$ cat config.mk
export PLATFORM = sky130hd
export DESIGN_NAME = ibex_fetch_queue
export DESIGN_NICKNAME = d
export VERILOG_FILES = /design/src/rtl/ibex_fetch_queue.sv
export SDC_FILE = /design/constraint.sdc
export NUM_CORES = 1
export LEC_CHECK = 0
export CAP_MARGIN = 20
export CORE_ASPECT_RATIO = 0.5
export CORE_MARGIN = 3
export CORE_UTILIZATION = 60
export DETAILED_ROUTE_END_ITERATION = 6
export DONT_BUFFER_PORTS = 1
export PLACE_DENSITY = 0.73
export SYNTH_ARGS = -nofsm -noshare
export SYNTH_HDL_FRONTEND = slang
export SYNTH_SLANG_ARGS = --single-unit
$ cat constraint.sdc
create_clock -name clk_i -period 11.88 [get_ports clk_i]
set_input_delay 1.188 -clock clk_i [delete_from_list [all_inputs] [get_ports clk_i]]
set_output_delay 1.188 -clock clk_i [all_outputs]
set_load 0.01 [all_outputs]
$ cat src/rtl/ibex_fetch_queue.sv
// Instruction fetch queue with halfword realignment.
// Sits between the instruction memory request logic and the IF-ID register.
// Stores 32-bit fetched words, presents one aligned 16/32-bit instruction per
// handshake, bypasses the input word when empty and flushes in one cycle.
// Optional macro IBEX_FETCH_QUEUE_OCC_EN adds the occupancy_o output.
module ibex_fetch_queue #(
  parameter int unsigned Depth          = 3,
  parameter int unsigned NumOutstanding = 2
) (
  input  logic        clk_i,
  input  logic        rst_ni,
  input  logic        clear_i,
  input  logic [31:0] in_addr_i,
  input  logic        in_valid_i,
  input  logic [31:0] in_rdata_i,
  input  logic        in_err_i,
  output logic        busy_o,
  output logic        out_valid_o,
  input  logic        out_ready_i,
  output logic [31:0] out_addr_o,
  output logic [31:0] out_rdata_o,
  output logic        out_err_o,
  output logic        out_err_plus2_o
`ifdef IBEX_FETCH_QUEUE_OCC_EN
  ,
  output logic [$clog2(Depth+1)-1:0] occupancy_o
`endif
);

  // Entries are compacted, so "occupancy >= Depth-NumOutstanding" is just
  // the valid bit of entry Depth-NumOutstanding-1.
  localparam int unsigned BusyIdx = Depth - NumOutstanding - 1;

  logic [Depth-1:0][31:0] rdata_q, rdata_d, rdata_sh;
  logic [Depth-1:0]       err_q, err_d, err_sh;
  logic [Depth-1:0]       valid_q, valid_d, valid_sh;
  logic [31:0]            pc_q, pc_d;

  logic        h0_valid, h0_err, h1_valid, h1_err;
  logic [31:0] h0_rdata, h1_rdata;
  logic [15:0] instr_hw;
  logic        compressed, valid_raw, err_raw, plus2_raw;
  logic        fire, pop, push, placed;

  // Head view: stored entries first, then the incoming word as bypass.
  assign h0_valid = valid_q[0] | in_valid_i;
  assign h0_rdata = valid_q[0] ? rdata_q[0] : in_rdata_i;
  assign h0_err   = valid_q[0] ? err_q[0]   : in_err_i;
  assign h1_valid = valid_q[1] | (valid_q[0] & in_valid_i);
  assign h1_rdata = valid_q[1] ? rdata_q[1] : in_rdata_i;
  assign h1_err   = valid_q[1] ? err_q[1]   : in_err_i;

  assign instr_hw   = pc_q[1] ? h0_rdata[31:16] : h0_rdata[15:0];
  assign compressed = (instr_hw[1:0] != 2'b11);

  // Realign the head words into one instruction according to pc[1].
  always_comb begin
    valid_raw   = h0_valid;
    err_raw     = h0_err;
    plus2_raw   = 1'b0;
    out_rdata_o = h0_rdata;
    if (!pc_q[1]) begin
      if (compressed) out_rdata_o = {16'h0, h0_rdata[15:0]};
    end else if (compressed) begin
      out_rdata_o = {16'h0, h0_rdata[31:16]};
    end else begin
      // A faulted first half is presented alone so the fault is not stalled.
      valid_raw   = h0_valid & (h1_valid | h0_err);
      out_rdata_o = {(h1_valid ? h1_rdata[15:0] : 16'h0), h0_rdata[31:16]};
      err_raw     = h0_err | (h1_valid & h1_err);
      plus2_raw   = h1_valid & h1_err & ~h0_err;
    end
  end

  assign out_valid_o     = valid_raw & ~clear_i;
  assign out_err_o       = out_valid_o & err_raw;
  assign out_err_plus2_o = out_valid_o & plus2_raw;
  assign out_addr_o      = pc_q;
  assign busy_o          = valid_q[BusyIdx];

  assign fire = out_valid_o & out_ready_i;
  // Pop when the consumed instruction reaches the head word's upper half.
  assign pop  = fire & (pc_q[1] | ~compressed);
  // A popped bypass word (queue empty) is consumed, never stored.
  assign push = in_valid_i & ~clear_i & ~(pop & ~valid_q[0]);

  // Shift-down view of the entries used when popping.
  for (genvar g = 0; g < Depth; g++) begin : g_shift
    if (g < Depth - 1) begin : g_mid
      assign rdata_sh[g] = rdata_q[g+1];
      assign err_sh[g]   = err_q[g+1];
      assign valid_sh[g] = valid_q[g+1];
    end else begin : g_top
      assign rdata_sh[g] = rdata_q[g];
      assign err_sh[g]   = err_q[g];
      assign valid_sh[g] = 1'b0;
    end
  end

  // Next entry state: optional shift, then write input into lowest free slot.
  always_comb begin
    rdata_d = pop ? rdata_sh : rdata_q;
    err_d   = pop ? err_sh   : err_q;
    valid_d = pop ? valid_sh : valid_q;
    placed  = 1'b0;
    for (int i = 0; i < Depth; i++) begin
      if (push && !placed && !valid_d[i]) begin
        rdata_d[i] = in_rdata_i;
        err_d[i]   = in_err_i;
        valid_d[i] = 1'b1;
        placed     = 1'b1;
      end
    end
    if (clear_i) valid_d = '0;
  end

  // Next PC: reload on flush, otherwise advance by the consumed size.
  always_comb begin
    pc_d = pc_q;
    if (clear_i)   pc_d = {in_addr_i[31:1], 1'b0};
    else if (fire) pc_d = pc_q + (compressed ? 32'd2 : 32'd4);
  end

  // Entry and PC registers.
  always_ff @(posedge clk_i or negedge rst_ni) begin
    if (!rst_ni) begin
      rdata_q <= '0;
      err_q   <= '0;
      valid_q <= '0;
      pc_q    <= '0;
    end else begin
      rdata_q <= rdata_d;
      err_q   <= err_d;
      valid_q <= valid_d;
      pc_q    <= pc_d;
    end
  end

`ifdef IBEX_FETCH_QUEUE_OCC_EN
  localparam int unsigned OccW = $clog2(Depth + 1);
  logic [OccW-1:0] occ_d, occ_q;

  // Population count of the next valid vector.
  always_comb begin
    occ_d = '0;
    for (int i = 0; i < Depth; i++) occ_d = occ_d + OccW'(valid_d[i]);
  end

  // Registered occupancy.
  always_ff @(posedge clk_i or negedge rst_ni) begin
    if (!rst_ni) occ_q <= '0;
    else         occ_q <= occ_d;
  end

  assign occupancy_o = occ_q;
`endif

  logic unused_sig;
  assign unused_sig = in_addr_i[0] ^ (^h1_rdata[31:16]);

`ifndef SYNTHESIS
  // The queue has no input ready; the requester must honour busy_o.
  overflow_a: assert property (@(posedge clk_i) disable iff (!rst_ni)
    !(in_valid_i && !clear_i && valid_q[Depth-1] && !pop));
`endif

endmodule

# Word-level counts from Yosys, hierarchy flattened
# Cells that the tools add are included.
# word_totals
reg_bits	134
input_bits	70
output_inout_bits	68
# op_classes
n_addsub	1
n_eq_ne	1
muxes	33
bitwise	22
n_reduce_logical	13
# op_table
op	count
2-to-1 mux 32 bit	9
2-to-1 mux 64 bit	1
adder 32 x 3 -> 32 bit	1
2-to-1 mux 16 bit	2
2-to-1 mux 1 bit	16
bitwise AND 1 bit	12
2-to-1 mux 3 bit	3
nonzero test 2 bit	3
logical AND 1 bit	5
zero test 1 bit	5
NOT 1 bit	5
OR 1 bit	5
2-to-1 mux 2 bit	2
inequality test 2 bit (second input constant)	1

# Logic depth before layout (Yosys ltp)
# Gate-level depths: netlist of the first run.
# logic_depth
word_depth	23
depth_mapped	13

# Least setup slack after synthesis of the first run
# Ideal clock, no wire load.
# synth_path
kind	input to register
startpoint	in in_rdata_i[17]
endpoint	reg pc_q[25] (netlist: out_addr_o[25])
setup_time_ps	82
arrival_time_ps	4440
required_ps	11798
setup_slack_ps	7358
stages	12
path_cell_list	mux4_2 nand2_1 clkbuf_1 ha_1 inv_1 fa_1 and4b_1 nand3_1 or3_1 buf_2 or4_1 a31oi_1
# synth_between
elab_chain_cells	8
# synth_rtl
element	line	rtl
from (decl)	15	input logic [31:0] in_rdata_i,
2-to-1 mux 32 bit (*)	47	assign h0_rdata = valid_q[0] ? rdata_q[0] : in_rdata_i;
2-to-1 mux 2 bit (*)	53	assign instr_hw = pc_q[1] ? h0_rdata[31:16] : h0_rdata[15:0];
inequality test 2 bit (*)	54	assign compressed = (instr_hw[1:0] != 2'b11);
branches (longest 5 deep; another with adder 32 x 3 -> 32 bit)	n/a	
to (signal assigned)	135	pc_q <= pc_d;
to (decl)	37	logic [31:0] pc_q, pc_d;
# Every way passes the cells marked *. The select of a mux whose other input is x is not followed.
# A chain may end at the register's enable or synchronous reset.

# Worst setup path in the final report of the first run
# layout_path
startpoint	reg valid_q[0]
endpoint	reg pc_q[25] (netlist: out_addr_o[25])
# layout_between
elab_chain_cells	9
# layout_rtl
element	line	rtl
from (decl)	36	logic [Depth-1:0] valid_q, valid_d, valid_sh;
from (signal assigned)	134	valid_q <= valid_d;
branches (longest 9 deep; another with adder 32 x 3 -> 32 bit)	n/a	
# Parallel ways; which one is timed is not known. The select of a mux whose other input is x is not followed.

==> results of run 1 <==
cell type report:
| type | instances | area [µm²] | share of cell area (%) |
|---|---|---|---|
| sequential | 133 | 3330 | 40.6 |
| multi-input combinational | 483 | 3940 | 48.1 |
| tap | 165 | 206 | 2.52 |
| timing repair buffer | 8 | 60.1 | 0.733 |
| inverter | 17 | 63.8 | 0.779 |
| clock inverter | 14 | 166 | 2.03 |
| clock buffer | 17 | 425 | 5.19 |
flip-flops by register name (all words and copies together) (netlist names):
| name | flops |
|---|---|
| err_q | 3 |
| out_addr_o | 31 |
| rdata_q | 96 |
| valid_q | 3 |
synth_stat cells, types with 5 or more instances:
| master | n |
|---|---|
| a21oi_1 | 8 |
| a31oi_1 | 6 |
| buf_2 | 10 |
| buf_4 | 5 |
| clkbuf_1 | 28 |
| dfrtp_1 | 133 |
| inv_1 | 17 |
| mux2_2 | 101 |
| mux2i_1 | 68 |
| mux4_2 | 16 |
| nand2_1 | 64 |
| nand3_1 | 15 |
| nand4_1 | 8 |
| nor2_1 | 30 |
| nor3_1 | 8 |
| nor4_1 | 12 |
| o211ai_1 | 5 |
| o21ai_0 | 45 |
| o22a_1 | 8 |
| o22ai_1 | 9 |
| or4_1 | 5 |
| xnor2_1 | 7 |
power groups by stage:
stage | clock network [mW] | registers (mW) | logic, mW
floorplan | 0 | 0.671 | 0.315
global placement | 0 | 0.697 | 0.349
detailed placement | 0 | 0.704 | 0.364
CTS | 0.538 | 0.697 | 0.366
global route | 0.560 | 0.717 | 0.401
finish | 0.532 | 0.699 | 0.362
metrics by stage:
stage	instance area (µm²)	power [mW]	utilization, %	std cells
after floorplan	7530	0.985	-	681
after global placement	7600	1.05	63.3	806
after detailed placement	7600	1.07	63.3	806
after CTS	8190	1.60	68.2	837
after global routing	8190	1.68	68.2	837
final	8190	1.59	68.2	837
logic make-up (layout without fill, tap and decap cells):
family          Yosys count  in the layout
mux                     185            185
buf+inv                  65             56
compound gates          114            114
simple gates            170            170
xor+xnor                  9              9
flops                   133            133
fa+ha+maj                 4              4
other cells               1              1
per-layer routing:
metal	vias to the layer above	part of all wire (%)	track usage, %
met3	13	8.2	8.19
met4	0	0.74	6.16
met2	164	47	42.8
met5	-	0	0
met1	2681	44	32.7
li1	2479	-	-
worst reg2reg max path, delay by kind of cell (launching register included):
| kind | cells | cell delay [ns] |
|---|---|---|
| adders and majority gates | 2 | 0.71 |
| AOI/OAI and AO/OA | 1 | 0.16 |
| and+or+nand+nor | 5 | 2.27 |
| buffers and inverters | 2 | 0.63 |
| muxes | 1 | 0.71 |
| DFF | 1 | 0.48 |
how the worst max path moves through the flow:
stage	end	cells past startpoint	from	slack, ns
2_1_floorplan	out_addr_o[25]$_DFFE_PN0N_	12	in_rdata_i[17]	7.36
3_3_place_gp	out_addr_o[25]$_DFFE_PN0N_	11	valid_q[0]$_DFF_PN0_	6.91
3_5_place_dp	out_addr_o[25]$_DFFE_PN0N_	11	valid_q[0]$_DFF_PN0_	6.87
4_1_cts	out_addr_o[25]$_DFFE_PN0N_	11	valid_q[0]$_DFF_PN0_	6.84
5_1_grt	out_addr_o[25]$_DFFE_PN0N_	11	valid_q[0]$_DFF_PN0_	6.59
6_report	out_addr_o[25]$_DFFE_PN0N_	11	valid_q[0]$_DFF_PN0_	6.84
==> reports/metrics.yaml, run 1 <==
run_status:
  status: "completed"
yosys:
  synth.area.mux_share_pct: 28.9
  netlist.area_leader.share_pct: 44.2
  synth_ff_type: "dfrtp_1"
  synth-compound-area-share_pct: 10.1
  syn_inst: 681
  synth-simple-area-share_pct: 11.1
  synth_top_family_by_area: "multiplexers"
  ys_ff_latch: 133
  yosysUniqueCellTypes: 63
  ys_seq_area_share_pct: 44.2
  synth_area_leaders: "dfrtp_1, mux2_2, mux2i_1"
  synthesis.area_mm2: 0.00753
  synth_fp_nets: 755
  synth-xor-area-share_pct: 1.05
  ys.warnings.count: 0
  synth_edf_count: 0
  synth-async-reset-ratio_pct: 100
  syn_avg_cell_area_um2: 11.1
  yosysTopAreaCell: "dfrtp_1"
  yosys.area_share.adder_pct: 0.765
critical_path:
  cp-end-kind: "flop"
  critPathMaxFanout: 35
  arrival_ns: 5.37
  r2r_end: "out_addr_o[25]$_DFFE_PN0N_"
  critPathTopFamily: "simple AND/OR/NAND/NOR gates"
  rr_startpoint: "valid_q[0]$_DFF_PN0_"
  critPathMaxStageDelay_ns: 0.70
  path_class: "flop to flop"
  start_kind: "flop"
  crit_slowest_cell: "mux4_2"
  rr_worst_depth: 11
  path_cells: "buf_4 -> mux4_2 -> nand2_1 -> ha_1 -> inv_1 -> fa_1 -> and4b_1 -> nand3_1 -> or3_1 -> or4_1 -> a31oi_1"
  crit_buf_inv: 2
  cp.required_ns: 12.22
  rrSetupSlack_ns: 6.84
clock_tree:
  clkTransAtPathRegs_ns: 0.06
  cts_buffers: 17
  htree_levels: 4
  cts_sinks: 133
  cts_root_buf: "clkbuf_16"
  clockBufferDepth: 2
  insertion_delay_ns: 0.41
  hold_buffers: 0
  ctsResizeCount: 0
  post_cts_buffers: 0
  tritoncts: "built"
timing:
  slew_headroom_pct: 36.9
  worstMarginPinSlew_ns: 0.946
  max_freq_mhz: 198
  clock_skew_ns: 0.0148
  finalHoldViolations: 0
  rsz0062_at_grt: "false"
  min_period_ns: 5.04
  setup_viol: 0
  period_share_pct: 42.4
  slew_viol_final: 0
  fin_ws_ns: 6.84
  final.setup.tns_ns: 0
  fin_hold_ws_ns: 0.466
floorplan:
  ioPinCount: 138
  core_mm2: 0.0120
  die_area_mm2: 0.0140
  initial_core_util_pct: 62.7
  die_h_um: 85.2
  rows: 28
  dieWidth_um: 164
route:
  drc: 0
  drt-total-wl_mm: 17.5
  vias: 5337
  wl_per_cell_um: 20.9
  detail_route.first_pass.iterations: 4
  drt_iter0_markers: 338
  via_per_inst: 6.38
  ant_nets: 0
min_path:
  hp-class: "input pin to async pin"
power:
  peakVddDrop_v: 0.000105
  seqPwrFrac_pct: 43.9
  swShare_pct: 30.2
  p_int_mw: 1.11
  power_density_mw_per_mm2: 194
  net-switching-power_mw: 0.481
  p_clk_share_pct: 33.4
  leakage_nw: 3.30
  combPwrFrac_pct: 22.7
layout:
  final_cell_mix: "dfrtp_1, mux2_2, mux2i_1"
  nets: 734
  syn_to_final_growth_pct: 8.84
  antenna_cells: 0
  final_common_cell: "dfrtp_1"
  drive_above_1_share_pct: 25.1
  nFillCells: 875
global_route:
  grt_pass1_wl_mm: 28.4
  track_usage_pct: 25.6
  antenna_found_initial: 0
  overflow: 0
  grt_max_degree: 134
  grt_pass1_vias: 5381
place:
  hpwlAfterDp_mm: 10.9
  place_congestion: 0.773
  post-place-ws_ns: 6.87
  portBuffers: 0
run:
  cap_violations: 0
(Power assumes the default switching activity.)
==> run 2, diff against run 1 <==
Clock period 11.88 ns to 4.9 ns, I/O delays scaled along.
==> reports/metrics.yaml, run 2 (synthesis results as in run 1) <==
layout:
  nets: 738  # +0.54%
  nFillCells: 912  # +4.2%
  final_common_cell: "dfrtp_1"
  final_cells: 841  # +0.48%
  syn_to_final_growth_pct: 9.61
  antenna_cells: 0  # unchanged
  final_cell_mix: "dfrtp_1, mux2_2, mux2i_1"
  drive_above_1_share_pct: 25.6  # +0.44 points
  largest_register_ffs: 96  # unchanged
  finish.utilization_pct: 68.7  # +0.48 points
  regMostFlops: "rdata_q"
power:
  net-switching-power_mw: 1.18  # +150%
  power_density_mw_per_mm2: 476  # +140%
  swShare_pct: 30.2  # -0.065 points
  leakage_nw: 3.34  # +1.3%
  peakVddDrop_v: 0.000259  # +150%
  p_int_mw: 2.74  # +150%
  combPwrFrac_pct: 23.3  # +0.6 points
  p_clk_share_pct: 33.4  # about the same
  seqPwrFrac_pct: 43.3  # -0.6 points
timing:
  min_period_ns: 3.92  # -1.12 ns
  period_share_pct: 80.0  # +38 points
  finalHoldViolations: 0  # unchanged
  clock_skew_ns: 0.0124  # -0.00242 ns
  final.setup.tns_ns: 0  # unchanged
  slew_headroom_pct: 35.1  # -1.8 points
  slew_viol_final: 0  # unchanged
  setup_viol: 0  # unchanged
  rsz0062_at_grt: "false"
  worstMarginPinSlew_ns: 0.967  # +0.0217 ns
  max_freq_mhz: 255  # +29%
critical_path:
  critPathMaxFanout: 11  # -69%
  critPathMaxStageDelay_ns: 0.65  # -0.05 ns
  path_cells: "mux4_2 -> nand2_1 -> ha_1 -> inv_1 -> fa_1 -> and4b_1 -> nand3_1 -> or3_1 -> or4_1 -> a31oi_1"
  cp-end-kind: "flop"
  crit_slowest_cell: "mux4_2"
  path_class: "flop to flop"
  start_kind: "flop"
  cp.required_ns: 5.23  # -6.99 ns
  rr_worst_depth: 10  # -1
  arrival_ns: 4.25  # -1.12 ns
clock_tree:
  insertion_delay_ns: 0.42  # about the same
  ctsResizeCount: 0  # unchanged
  htree_levels: 4  # unchanged
  post_cts_buffers: 0  # unchanged
  tritoncts: "built"
  hold_buffers: 1  # +1
  cts_buffers: 17  # unchanged
  clockBufferDepth: 2  # unchanged
  cts_sinks: 133  # unchanged
  cts_root_buf: "clkbuf_16"
  clkTransAtPathRegs_ns: 0.06  # about the same
run:
  cap_violations: 0  # unchanged
route:
  detail_route.first_pass.iterations: 4  # unchanged
  ant_nets: 0  # unchanged
  drt-total-wl_mm: 18.1  # +3.1%
  via_per_inst: 6.46  # +1.4%
  drt_iter0_markers: 333  # -1.5%
  drc: 0  # unchanged
  vias: 5437  # +1.9%
  wl_per_cell_um: 21.5  # +2.6%
floorplan:
  die_area_mm2: 0.0140  # unchanged
  rows: 28  # unchanged
  ioPinCount: 138  # unchanged
  dieWidth_um: 164  # unchanged
  initial_core_util_pct: 62.7  # unchanged
  die_h_um: 85.2  # unchanged
  core_mm2: 0.0120  # unchanged
place:
  portBuffers: 0  # unchanged
  dp.cells: 809  # +0.37%
  place_congestion: 0.794  # +2.7%
  hpwlAfterDp_mm: 11.6  # +6.4%
global_route:
  grt_max_degree: 134  # unchanged
  track_usage_pct: 26.6  # +1.1 points
  overflow: 0  # unchanged
  grt_pass1_wl_mm: 29.3  # +3.1%
  antenna_found_initial: 0  # unchanged
  grt_pass1_vias: 5459  # +1.4%
min_path:
  hp-class: "input pin to async pin"
run_status:
  status: "completed"
==> run 2: cell count changes in the layout (fill, tap and decap cells not counted), sizes merged <==
| cell | previous run | this run |
|---|---|---|
| inv | 24 | 22 |
| bufinv | 2 | 3 |
| buf | 8 | 12 |
| clkinvlp | 3 | 1 |
| clkinv | 2 | 5 |
==> run 2: power groups by stage <==
stage	registers (mW)	logic (mW)	clock network (mW)
global placement	1.69	0.851	0
detailed placement	1.71	0.890	0
CTS	1.70	0.922	1.32
finish	1.70	0.913	1.31
floorplan	1.63	0.763	0
global route	1.75	1.01	1.38
==> run 2: path summary, 6_finish.rpt <==
path / startpoint / end / slack (ns)
setup / recovery: valid_q[0]$_DFF_PN0_ / out_addr_o[25]$_DFFE_PN0N_ / 0.98
hold / removal: rst_ni / out_addr_o[25]$_DFFE_PN0N_ / 0.005
setup reg to reg: valid_q[0]$_DFF_PN0_ / out_addr_o[25]$_DFFE_PN0N_ / 0.98
hold reg to reg: rdata_q[70]$_DFFE_PN0P_ / rdata_q[70]$_DFFE_PN0P_ / 0.51
max in group asynchronous: rst_ni / valid_q[0]$_DFF_PN0_ / 4.27
min in group clk_i: clear_i / valid_q[1]$_DFF_PN0_ / 0.17
==> run 2: per-layer routing <==
metal | track usage, % | vias up | routed length (µm)
met5 | 0 | - | 0
met4 | 7.53 | 0 | 174
met3 | 8.29 | 19 | 1680
met2 | 43.8 | 160 | 8620
met1 | 34.5 | 2765 | 7600
li1 | - | 2493 | -
==> run 2: metrics by stage <==
| stage | area, µm² | total power, mW | hold slack, ns | worst slack (ns) |
|---|---|---|---|---|
| floorplan | 7530 | 2.39 | 0.194 | 1.00 |
| global placement | 7620 | 2.54 | 0.197 | 1.04 |
| detailed placement | 7620 | 2.60 | 0.197 | 1.00 |
| CTS | 8250 | 3.94 | 0.0752 | 0.967 |
| global route | 8250 | 4.14 | 0.0614 | 0.763 |
| finish | 8250 | 3.93 | 0.00546 | 0.979 |
==> run 2: area by class of cell <==
| type | instances | area [µm²] | area share (%) |
|---|---|---|---|
| inverter | 17 | 63.8 | 0.773 |
| clock buffer | 17 | 425 | 5.16 |
| sequential | 133 | 3330 | 40.3 |
| tap | 165 | 206 | 2.50 |
| multi-input combinational | 483 | 3940 | 47.8 |
| clock inverter | 14 | 174 | 2.11 |
| timing repair buffer | 12 | 110 | 1.33 |
==> run 2: worst max-delay path: cells and delay by family (launching register included) <==
family	cells	cell delay (ns)
buf+inv	1	0.06
fa+ha+maj	2	0.59
mux	1	0.65
flops	1	0.52
simple gates	5	1.83
compound gates	1	0.19
==> run 3, diff against run 2 <==
Clock period 4.9 ns to 4.07 ns, I/O delays scaled along.
==> reports/metrics.yaml, run 3 (synthesis results as in run 1) <==
power:
  power.total_mw: 4.72  # +20%
  leakage_nw: 3.37  # +0.92%
  peakVddDrop_v: 0.000290  # +12%
  power_density_mw_per_mm2: 567  # +19%
route:
  drt-total-wl_mm: 18.3  # +1.4%
  drc: 0  # unchanged
  wl_per_cell_um: 21.6  # +0.66%
  met3_length_mm: 1.79  # +6.7%
  detail_route.first_pass.iterations: 4  # unchanged
  via_per_inst: 6.37  # -1.5%
  drt_iter0_markers: 654  # +96%
  wl_met2_mm: 8.72  # +1.1%
  wl_met1_mm: 7.68  # +0.96%
  ant_nets: 0  # unchanged
  route.top_layer_used: "met4"
  vias: 5394  # -0.79%
critical_path:
  path_cells: "mux4_2 -> nand2_1 -> ha_1 -> inv_1 -> fa_1 -> and4b_1 -> nand3_1 -> or3_1 -> or4_1 -> a31oi_1"
  crit_buf_inv: 1  # unchanged
  rr_startpoint: "valid_q[0]$_DFF_PN0_"
  critPathTopFamily: "simple AND/OR/NAND/NOR gates"
  rr_worst_depth: 10  # unchanged
  cp.required_ns: 4.40  # -0.83 ns
  crit_slowest_cell: "mux4_2"
  path_class: "flop to flop"
  start_kind: "flop"
  critPathMaxStageDelay_ns: 0.63  # -0.02 ns
  rrSetupSlack_ns: 0.23  # -0.74 ns
  arrival_ns: 4.17  # -0.08 ns
  r2r_end: "out_addr_o[25]$_DFFE_PN0N_"
  cp-end-kind: "flop"
  critPathMaxFanout: 9  # -2
floorplan:
  die_area_mm2: 0.0140  # unchanged
  ioPinCount: 138  # unchanged
  dieWidth_um: 164  # unchanged
  core_mm2: 0.0120  # unchanged
  rows: 28  # unchanged
  die_h_um: 85.2  # unchanged
  initial_core_util_pct: 62.7  # unchanged
layout:
  fin_area_mm2: 0.00833  # +0.91%
  syn_to_final_growth_pct: 10.6
  final_common_cell: "dfrtp_1"
  nets: 743  # +0.68%
  drive_above_1_share_pct: 26.1  # +0.51 points
  antenna_cells: 0  # unchanged
  final_cell_mix: "dfrtp_1, mux2_2, mux2i_1"
  largest_register_ffs: 96  # unchanged
  nFillCells: 867  # -4.9%
  regMostFlops: "rdata_q"
clock_tree:
  htree_levels: 4  # unchanged
  cts_buffers: 17  # unchanged
  insertion_delay_ns: 0.42  # about the same
  clkTransAtPathRegs_ns: 0.06  # about the same
  cts_sinks: 133  # unchanged
  clockBufferDepth: 2  # unchanged
  cts_root_buf: "clkbuf_16"
  tritoncts: "built"
min_path:
  whs_endpoint: "out_addr_o[29]$_DFFE_PN0N_"
  min_from: "clear_i"
  hp-class: "input pin to flop"
  min_path_cells: 1
timing:
  slew_viol_final: 0  # unchanged
  clock_skew_ns: 0.0122  # -0.000206 ns
  period_share_pct: 94.2  # +14 points
  setup_viol: 0  # unchanged
  max_freq_mhz: 261  # +2.2%
  worstMarginPinSlew_ns: 0.900  # -0.0677 ns
  min_period_ns: 3.84  # -0.0852 ns
  finalHoldViolations: 0  # unchanged
  slew_headroom_pct: 39.6  # +4.5 points
  final.setup.tns_ns: 0  # unchanged
  rsz0062_at_grt: "false"
global_route:
  grt_pass1_wl_mm: 29.6  # +1.2%
  antenna_found_initial: 0  # unchanged
  track_usage_pct: 27.0  # +0.30 points
  grt_pass1_vias: 5565  # +1.9%
  overflow: 0  # unchanged
  grt_max_degree: 134  # unchanged
place:
  place_area_mm2: 0.00767  # +0.62%
  portBuffers: 0  # unchanged
  place_congestion: 0.797  # +0.40%
  hpwlAfterDp_mm: 11.7  # +0.68%
run:
  cap_violations: 0  # unchanged
run_status:
  status: "completed"
==> run 3: cell count changes in the layout (fill, tap and decap cells not counted) <==
cell	change
buf_4	+1
bufinv_16	-1
clkinv_2	-1
inv_6	-1
buf_12	+3
inv_8	+3
dlygate4sd3_1	+1
clkinvlp_4	+1
==> run 3: per-layer routing <==
| metal | global-route usage (%) | vias up |
|---|---|---|
| li1 | - | 2496 |
| met1 | 34.4 | 2684 |
| met2 | 44.4 | 197 |
| met3 | 9.80 | 17 |
| met4 | 6.24 | 0 |
| met5 | 0 | - |
==> run 3: worst max-delay path by stage <==
stage / startpoint / to / cells past startpoint
floorplan: valid_q[0]$_DFF_PN0_ / out_addr_o[25]$_DFFE_PN0N_ / 13
global placement: valid_q[0]$_DFF_PN0_ / out_addr_o[25]$_DFFE_PN0N_ / 10
detailed placement: valid_q[0]$_DFF_PN0_ / out_addr_o[25]$_DFFE_PN0N_ / 10
CTS: valid_q[0]$_DFF_PN0_ / out_addr_o[25]$_DFFE_PN0N_ / 10
global route: valid_q[0]$_DFF_PN0_ / out_addr_o[25]$_DFFE_PN0N_ / 10
finish: valid_q[0]$_DFF_PN0_ / out_addr_o[25]$_DFFE_PN0N_ / 10
==> run 3: area by class of cell <==
| type | instances | area (µm²) | share of cell area (%) |
|---|---|---|---|
| Tap cell | 165 | 206 | 2.48 |
| Clock inverter | 15 | 171 | 2.06 |
| Multi-Input combinational cell | 483 | 3940 | 47.3 |
| Timing Repair Buffer | 17 | 188 | 2.25 |
| Sequential cell | 133 | 3330 | 40.0 |
| Inverter | 17 | 63.8 | 0.766 |
| Clock buffer | 17 | 425 | 5.11 |
==> run 3: repair_timing <==
| action | in CTS | in global routing |
|---|---|---|
| hold endpoints to repair | 133 | 0 |
| hold buffers | 2 | 0 |
| setup buffers | 0 | 0 |
| setup endpoints to repair | 0 | 0 |
| gates resized for setup | 0 | 0 |
==> run 3: power breakdown <==
part           total [mW]  switching [mW]  leakage, nW  internal (mW)
registers            2.04           0.307         1.67           1.74
logic                1.11           0.508         1.42          0.604
clock network        1.56           0.639        0.290          0.922
total                4.72            1.45         3.37           3.26
==> run 3: stage by stage <==
step / utilization [%] / worst slack (ns) / cells / hold slack, ns
after global routing: 69.3 / 0.0330 / 847 / 0.0846
after global placement: 63.8 / 0.277 / 812 / 0.115
after floorplan: - / 0.170 / 681 / 0.111
final: 69.3 / 0.235 / 847 / 0.0886
after CTS: 69.1 / 0.221 / 846 / 0.0741
after detailed placement: 63.8 / 0.243 / 812 / 0.115
